==> src/rtl/int_cont_bank_if.sv <==
// ---------------------------------------------------------------------------
// int_cont_bank_if -- bus bundle for the interrupt controller bank.
//
// Carries the command, request and acknowledge inputs of int_cont_bank and
// its mask, summary and ID outputs. The clock and reset are not part of the
// bundle; they connect to the controller as plain ports.
//
//   V1                   timing phase strobe (state moves only when high)
//   Z3/ICRV/INFOV/PBAV   command qualifiers, all four high = command valid
//   ADDR  [AW-1:0]       channel address of a command
//   A3                   command sense: 0 = mask channel, 1 = enable channel
//   INT_REQ [NCH-1:0]    raw request lines, level sampled
//   INT_ACK              acknowledge of the interrupt currently presented
//   ICRN  [NCH-1:0]      active-low mask state per channel
//   INT                  some channel is pending and enabled
//   INT_ID [AW-1:0]      lowest-index pending and enabled channel
//
// master: the side that drives commands/requests (CPU side, bench).
// slave : the controller itself.
// ---------------------------------------------------------------------------
interface int_cont_bank_if #(
  parameter int NCH = 8,
  parameter int AW  = 4
);
  logic           V1;
  logic           Z3;
  logic           ICRV;
  logic           INFOV;
  logic           PBAV;
  logic [AW-1:0]  ADDR;
  logic           A3;
  logic [NCH-1:0] INT_REQ;
  logic           INT_ACK;
  logic [NCH-1:0] ICRN;
  logic           INT;
  logic [AW-1:0]  INT_ID;

  modport master (
    output V1, Z3, ICRV, INFOV, PBAV, ADDR, A3, INT_REQ, INT_ACK,
    input  ICRN, INT, INT_ID
  );

  modport slave (
    input  V1, Z3, ICRV, INFOV, PBAV, ADDR, A3, INT_REQ, INT_ACK,
    output ICRN, INT, INT_ID
  );
endinterface

==> src/rtl/int_cont_bank.sv <==
// ---------------------------------------------------------------------------
// int_cont_bank -- bank of NCH maskable, sticky interrupt channels with a
// fixed-priority presenter (lowest index wins) and an acknowledge that
// retires the presented channel.
//
// Ports:
//   SIM_CLK   in   system clock, rising edge
//   SIM_RST   in   asynchronous active-high reset
//   bus       int_cont_bank_if.slave (see interface header for signals)
//
// Parameters:
//   NCH  number of channels, 1..15
//   AW   width of ADDR / INT_ID; NCH must not exceed 2**AW-1
//
// Build option:
//   INT_CONT_BROADCAST_EN  when defined, a command to address 2**AW-1
//                          writes the same mask value to every channel;
//                          when undefined, that address is simply out of
//                          range and the command is dropped.
//
// Every register update is gated by V1; SIM_CLK edges with V1 low leave the
// state untouched. Outputs are decoded combinationally from the registers,
// so a captured change is visible right after its V1 edge.
// ---------------------------------------------------------------------------
module int_cont_bank #(
  parameter int NCH = 8,
  parameter int AW  = 4
) (
  input  logic            SIM_CLK,
  input  logic            SIM_RST,
  int_cont_bank_if.slave  bus
);

  logic [NCH-1:0] icr;       // 1 = channel masked
  logic [NCH-1:0] pend;      // sticky pending flags
  logic [NCH-1:0] icr_nxt;
  logic [NCH-1:0] pend_nxt;
  logic [NCH-1:0] ena;
  logic [AW-1:0]  int_id_c;
  logic           int_c;
  logic           cmd;

`ifdef INT_CONT_BROADCAST_EN
  localparam logic [AW-1:0] BCAST_ADDR = '1;
`endif

  assign cmd = bus.Z3 & bus.ICRV & bus.INFOV & bus.PBAV;

  // Presenter: mask out inhibited channels, pick the lowest set index.
  assign ena   = pend & ~icr;
  assign int_c = |ena;

  always_comb begin
    int_id_c = '0;
    for (int i = NCH - 1; i >= 0; i--) begin
      if (ena[i]) int_id_c = AW'(i);
    end
  end

  // Mask update. The loop compare only hits i < NCH, so out-of-range
  // addresses fall through without touching any bit.
  always_comb begin
    icr_nxt = icr;
    if (cmd) begin
      for (int i = 0; i < NCH; i++) begin
        if (bus.ADDR == AW'(i)) icr_nxt[i] = ~bus.A3;
      end
`ifdef INT_CONT_BROADCAST_EN
      if (bus.ADDR == BCAST_ADDR) icr_nxt = {NCH{~bus.A3}};
`endif
    end
  end

  // Pending update. The ack clears the channel presented before this edge;
  // new requests are OR-ed in afterwards so a simultaneous request on the
  // acknowledged channel keeps it pending.
  always_comb begin
    pend_nxt = pend;
    if (bus.INT_ACK && int_c) begin
      for (int i = 0; i < NCH; i++) begin
        if (int_id_c == AW'(i)) pend_nxt[i] = 1'b0;
      end
    end
    pend_nxt = pend_nxt | bus.INT_REQ;
  end

  always_ff @(posedge SIM_CLK or posedge SIM_RST) begin
    if (SIM_RST) begin
      icr  <= '1;
      pend <= '0;
    end else if (bus.V1) begin
      icr  <= icr_nxt;
      pend <= pend_nxt;
    end
  end

  assign bus.ICRN   = ~icr;
  assign bus.INT    = int_c;
  assign bus.INT_ID = int_id_c;

endmodule

==> src/flat_wrapper.sv <==
// flat-port wrapper written by rule: the top's interface ports become plain ports
module int_cont_bank_flat 
#(
  parameter int NCH = 8,
  parameter int AW  = 4
)
  (SIM_CLK, SIM_RST, bus_V1, bus_Z3, bus_ICRV, bus_INFOV, bus_PBAV, bus_ADDR, bus_A3, bus_INT_REQ, bus_INT_ACK, bus_ICRN, bus_INT, bus_INT_ID);
  int_cont_bank_if #(.NCH(NCH), .AW(AW)) bus_i ();
  input  logic SIM_CLK;
  input  logic SIM_RST;
  input wire logic [$bits(bus_i.V1)-1:0] bus_V1;
  input wire logic [$bits(bus_i.Z3)-1:0] bus_Z3;
  input wire logic [$bits(bus_i.ICRV)-1:0] bus_ICRV;
  input wire logic [$bits(bus_i.INFOV)-1:0] bus_INFOV;
  input wire logic [$bits(bus_i.PBAV)-1:0] bus_PBAV;
  input wire logic [$bits(bus_i.ADDR)-1:0] bus_ADDR;
  input wire logic [$bits(bus_i.A3)-1:0] bus_A3;
  input wire logic [$bits(bus_i.INT_REQ)-1:0] bus_INT_REQ;
  input wire logic [$bits(bus_i.INT_ACK)-1:0] bus_INT_ACK;
  output wire logic [$bits(bus_i.ICRN)-1:0] bus_ICRN;
  output wire logic [$bits(bus_i.INT)-1:0] bus_INT;
  output wire logic [$bits(bus_i.INT_ID)-1:0] bus_INT_ID;
  assign bus_i.V1 = bus_V1;
  assign bus_i.Z3 = bus_Z3;
  assign bus_i.ICRV = bus_ICRV;
  assign bus_i.INFOV = bus_INFOV;
  assign bus_i.PBAV = bus_PBAV;
  assign bus_i.ADDR = bus_ADDR;
  assign bus_i.A3 = bus_A3;
  assign bus_i.INT_REQ = bus_INT_REQ;
  assign bus_i.INT_ACK = bus_INT_ACK;
  assign bus_ICRN = bus_i.ICRN;
  assign bus_INT = bus_i.INT;
  assign bus_INT_ID = bus_i.INT_ID;
  int_cont_bank #(.NCH(NCH), .AW(AW)) u_core (.SIM_CLK(SIM_CLK), .SIM_RST(SIM_RST), .bus(bus_i));
endmodule
==> config.mk <==
export PLATFORM = sky130hd
export DESIGN_NAME = int_cont_bank_flat
export DESIGN_NICKNAME = d
export VERILOG_FILES = /design/src/rtl/int_cont_bank_if.sv /design/src/rtl/int_cont_bank.sv /design/src/flat_wrapper.sv
export SDC_FILE = /design/constraint.sdc
export NUM_CORES = 1
export LEC_CHECK = 0
export ABC_AREA = 1
export CORE_MARGIN = 1
export CORE_UTILIZATION = 44
export DETAILED_ROUTE_END_ITERATION = 10
export GPL_ROUTABILITY_DRIVEN = 0
export PLACE_DENSITY = 0.78
export RECOVER_POWER = 50
export SLEW_MARGIN = 10
export SYNTH_ARGS = -nofsm -noshare
export SYNTH_HDL_FRONTEND = slang
export SYNTH_SLANG_ARGS = --single-unit
==> constraint.sdc <==
create_clock -name SIM_CLK -period 2 [get_ports SIM_CLK]
set_clock_uncertainty 0.1 [all_clocks]
set_input_delay 0.3 -clock SIM_CLK [delete_from_list [all_inputs] [get_ports SIM_CLK]]
set_output_delay 0.3 -clock SIM_CLK [all_outputs]
set_load 0.1 [all_outputs]
Word level (Yosys, flattened, before mapping):

Cells that the tools add are included.
Widths: inputs -> output; s select.

* register bits after elaboration: 16
* input bits: 21
* output and inout port bits: 13

* eq/ne operators: 14
* multiplexer cells: 17
* bitwise logic cells: 7
* reduce and logical (&&, ||, !) cells: 12

Operator list (count)
* $mux 3: 8
* $reduce_and 3->1: 8
* $eq 4x3->1 const B: 4
* $eq 3x3->1 const B: 4
* $and 8x8->8: 1
* $eq 4x2->1 const B: 2
* $logic_not 4->1: 2
* $mux 1: 8
* $mux 8: 1
* $not 8->8: 1
* $or 8x8->8: 1
* $reduce_or 8->1: 1
* $eq 3x2->1 const B: 2
* $eq 4x1->1 const B: 1
* $and 1x1->1: 3
* $eq 3x1->1 const B: 1
* $logic_and 1x1->1: 1
* $not 1->1: 1

Longest topological paths before layout:

* depth in word-level cells: 14
* mapped depth: 12

Least setup slack after synthesis:

No wires, ideal clock.

* path type: register -> output
* start point: register u_core.icr[5]
* end point: output port bus_INT_ID[0]
* data arrival time: 2100 ps
* setup slack: -500 ps
* cell stages (with the launch flop): 10
* path buffers: 0
* cells stage by stage: dfstp_2 -> inv_1 -> nand2_1 -> nand2_1 -> nand2_1 -> nand2_1 -> nand2_1 -> nand2_2 -> nand2_2 -> inv_1

* longest elaborated chain between the ends: 8

RTL lines
* start, declared: RTL line int_cont_bank.sv:34 `logic [NCH-1:0] icr;`
* start signal, assigned: RTL line int_cont_bank.sv:92 `icr <= icr_nxt;`
* $not 8->8
* via bus_ICRN[5]: RTL line flat_wrapper.sv:20 `output wire logic [$bits(bus_i.ICRN)-1:0] bus_ICRN;`
* $and 8x8->8: RTL line int_cont_bank.sv:50 `assign ena = pend & ~icr;`
* $mux 3 (6 in series): RTL line int_cont_bank.sv:56 `if (ena[i]) int_id_c = AW'(i);`
* end, declared: RTL line flat_wrapper.sv:22 `output wire logic [$bits(bus_i.INT_ID)-1:0] bus_INT_ID;`

The timed path passes the listed nets, and every way through them passes these cells.

Final worst setup path:

* start point: register u_core.icr[6]
* end point: output port bus_INT_ID[0]

* longest elaborated chain between the ends: 9

RTL lines (RTL line)
* $not 8->8: int_cont_bank.sv:50
* $and 8x8->8: int_cont_bank.sv:50
* $mux 3 (7 in series): int_cont_bank.sv:56

No other way between the ends.

==> flow_metrics.tcl <==
set metrics [dict create \
    final.setup.tns_ns -0.0227 \
    cts_root_buffer "clkbuf_4" \
    antenna_found_initial 0 \
    dp.cells 193 \
    synthAdderAreaFrac_pct 0 \
    synthMuxAreaShare_pct 0 \
    rsz0062_at_grt "true" \
    final_cell_mix "nand2_1, clkdlybuf4s50_1, buf_4" \
    cts.htree.levels 1 \
    overflow 0 \
    grt_pass1_vias 876 \
    fp.dieH_um 49.2 \
    fmax_ghz 0.494 \
    nets 204 \
    postSynthAreaPerCell_um2 7.32 \
    worst_slew_pin_slew_ns 0.622 \
    ir_worst_vdd_uv 531 \
    yosys_warnings 0 \
    wl_per_cell_um 12.9 \
    syn_inst 134 \
    drive_above_1_share_pct 35.2 \
    hold_viol 0 \
    setup_viol_count_final 1 \
    pre_cts_slack_ns 0.153 \
    nFillCells 146 \
    critPathCaptureType "output port" \
    port_buffers 32 \
    coreArea_um2 2020 \
    wl_um 2700 \
    grtUsageMet3_pct 2.80 \
    worst_slack_ns -0.0227 \
    tritoncts "yes" \
    met2_usage_pct 35.8 \
    worst_slew_margin_rel_pct 58.5 \
    post-dp-hpwl_um 1920 \
    startpoint_type "flop" \
    synth-simple-area-share_pct 41.2 \
    routed_via_density 5.05 \
    p_per_area_nw_per_um2 750 \
    synthesis.area_um2 981 \
    synth_top_family_by_area "simple AND/OR/NAND/NOR gates" \
    start_util_pct 48.5 \
    grt_max_degree 17 \
    drt_iter0_drc 37 \
    detail-route-antenna-nets 0 \
    arrival_ns 1.62 \
    area_growth_pct 52.8 \
    ys_ff_latch 16 \
    cts.sinks 16 \
    antenna_cells 0 \
    leakagePower_uw 0.000716 \
    grt_busiest_layer "met2" \
    crit_fanout 2 \
    worst_ep_required_time_ns 1.60 \
    hp-class "flop to flop" \
    synth_xor_area_share_pct 0 \
    drv_cap 0 \
    grt_use_met1_pct 29.4 \
    yosysSeqAreaShare_pct 41.8 \
    final_common_cell "nand2_1" \
    syn_nets 155 \
    holdBufCountCts 0 \
    cts_buffer_depth 2 \
    layout.cells.non_filler 209 \
    fin_crit_sh_pct 101 \
    rows 16 \
    path_clk_slew_ns 0.10 \
    netlist-cell-type-count 23 \
    crit_type "flop to output port" \
    report.final.slew_viol_count 0 \
    dieArea_um2 2420 \
    synth-compound-area-share_pct 6.63 \
    dr.pass1.iters 4 \
    drc 0 \
    fin_crit_ns 2.02 \
    via_count 1056 \
    outcome "finished, violations left" \
    grt_pass1_wl_um 4000 \
    insertion_delay_ns 0.29 \
    numCtsBuffers 3 \
    timing.hold.ws_ns 0.384 \
    track_usage_pct 22.0 \
    ioPinCount 34 \
    fin_util_pct 74.1 \
    die_width_um 49.2 \
    violations "negative setup slack" \
]
-- worst paths after layout --
kind,depth (start not counted),to,slack (ns),start
setup / recovery,11,bus_INT_ID[0],-0.02,u_core.icr[6]
hold / removal,2,u_core.pend[3],0.38,u_core.pend[3]
setup reg to reg,14,u_core.pend[4],0.26,u_core.icr[6]
hold reg to reg,2,u_core.pend[3],0.38,u_core.pend[3]
max in group asynchronous,2,u_core.pend[4],0.99,SIM_RST
min in group asynchronous,2,u_core.pend[1],0.41,SIM_RST
-- state kept, by name, summed over array words and instances (netlist names) --
register	flops
u_core.icr	8
u_core.pend	8
-- kinds of logic after synthesis --
| family | after synthesis |
|---|---|
| buffers and inverters | 24 |
| other | 1 |
| and+or+nand+nor | 83 |
| DFF | 16 |
| AOI/OAI and AO/OA | 10 |
-- metal layers --
metal	wire, µm	up-vias
met5	0	-
met4	47	0
met3	156	6
met2	1410	40
met1	1080	497
li1	-	513
-- power breakdown --
part	internal, µW	leakage, µW	switching (µW)
registers	357	0.000158	17.1
clock network	111	0.0000210	107
logic	188	0.000538	344
-- cell usage after synthesis --
library cell  instances  area share (%)
nand2_4               1             1.1
conb_1                1            0.38
or2_2                 1            0.64
a21oi_1               1            0.51
o21ai_1               3             1.5
nand2_1              52              20
nand4_1               5             3.2
nor2_4                1             1.1
dfstp_2               8              21
nor4_2                1             1.3
nor2_2                1            0.64
inv_1                14             5.4
nor4_4                1             2.2
o21ai_2               1            0.89
nor2_1                4             1.5
nand3_1               5             2.6
buf_4                 2             1.5
inv_2                 8             3.1
a21oi_4               1             1.7
nand2_2               7             4.5
nor4_1                4             2.6
o21ai_0               4             2.0
dfrtp_1               8              20
-- what timing repair did --
item / 4_1_cts / 5_1_grt
pin swaps: 2 / 6
setup buffers: 3 / 9
gates resized for setup: 2 / 3
endpoints found under the setup margin: 2 / 3
-- critical path: stages (launching register included) --
cell,delay (ns)
dfstp_2,0.55
inv_2,0.05
nand2_4,0.05
nand2_1,0.06
nand2_1,0.07
nand2_1,0.04
nand2_1,0.06
nand2_1,0.06
nand2_2,0.09
nand2_4,0.07
clkinvlp_4,0.07
buf_12,0.16
-- cell type report --
class                      instances  area [µm²]  area share (%)
multi-input combinational         94         482            32.1
timing repair buffer              46         450            30.1
sequential                        16         410            27.4
inverter                          22        86.3            5.76
clock buffer                       4        36.3            2.42
tap                               27        33.8            2.25
-- metrics by stage --
| step | instance area [µm²] | power, µW |
|---|---|---|
| finish | 1500 | 1120 |
| detailed placement | 1400 | 865 |
| floorplan | 985 | 713 |
| CTS | 1460 | 1090 |
| global placement | 1400 | 857 |
| global route | 1500 | 1180 |
Note: power is estimated with default switching activity, not from simulation.
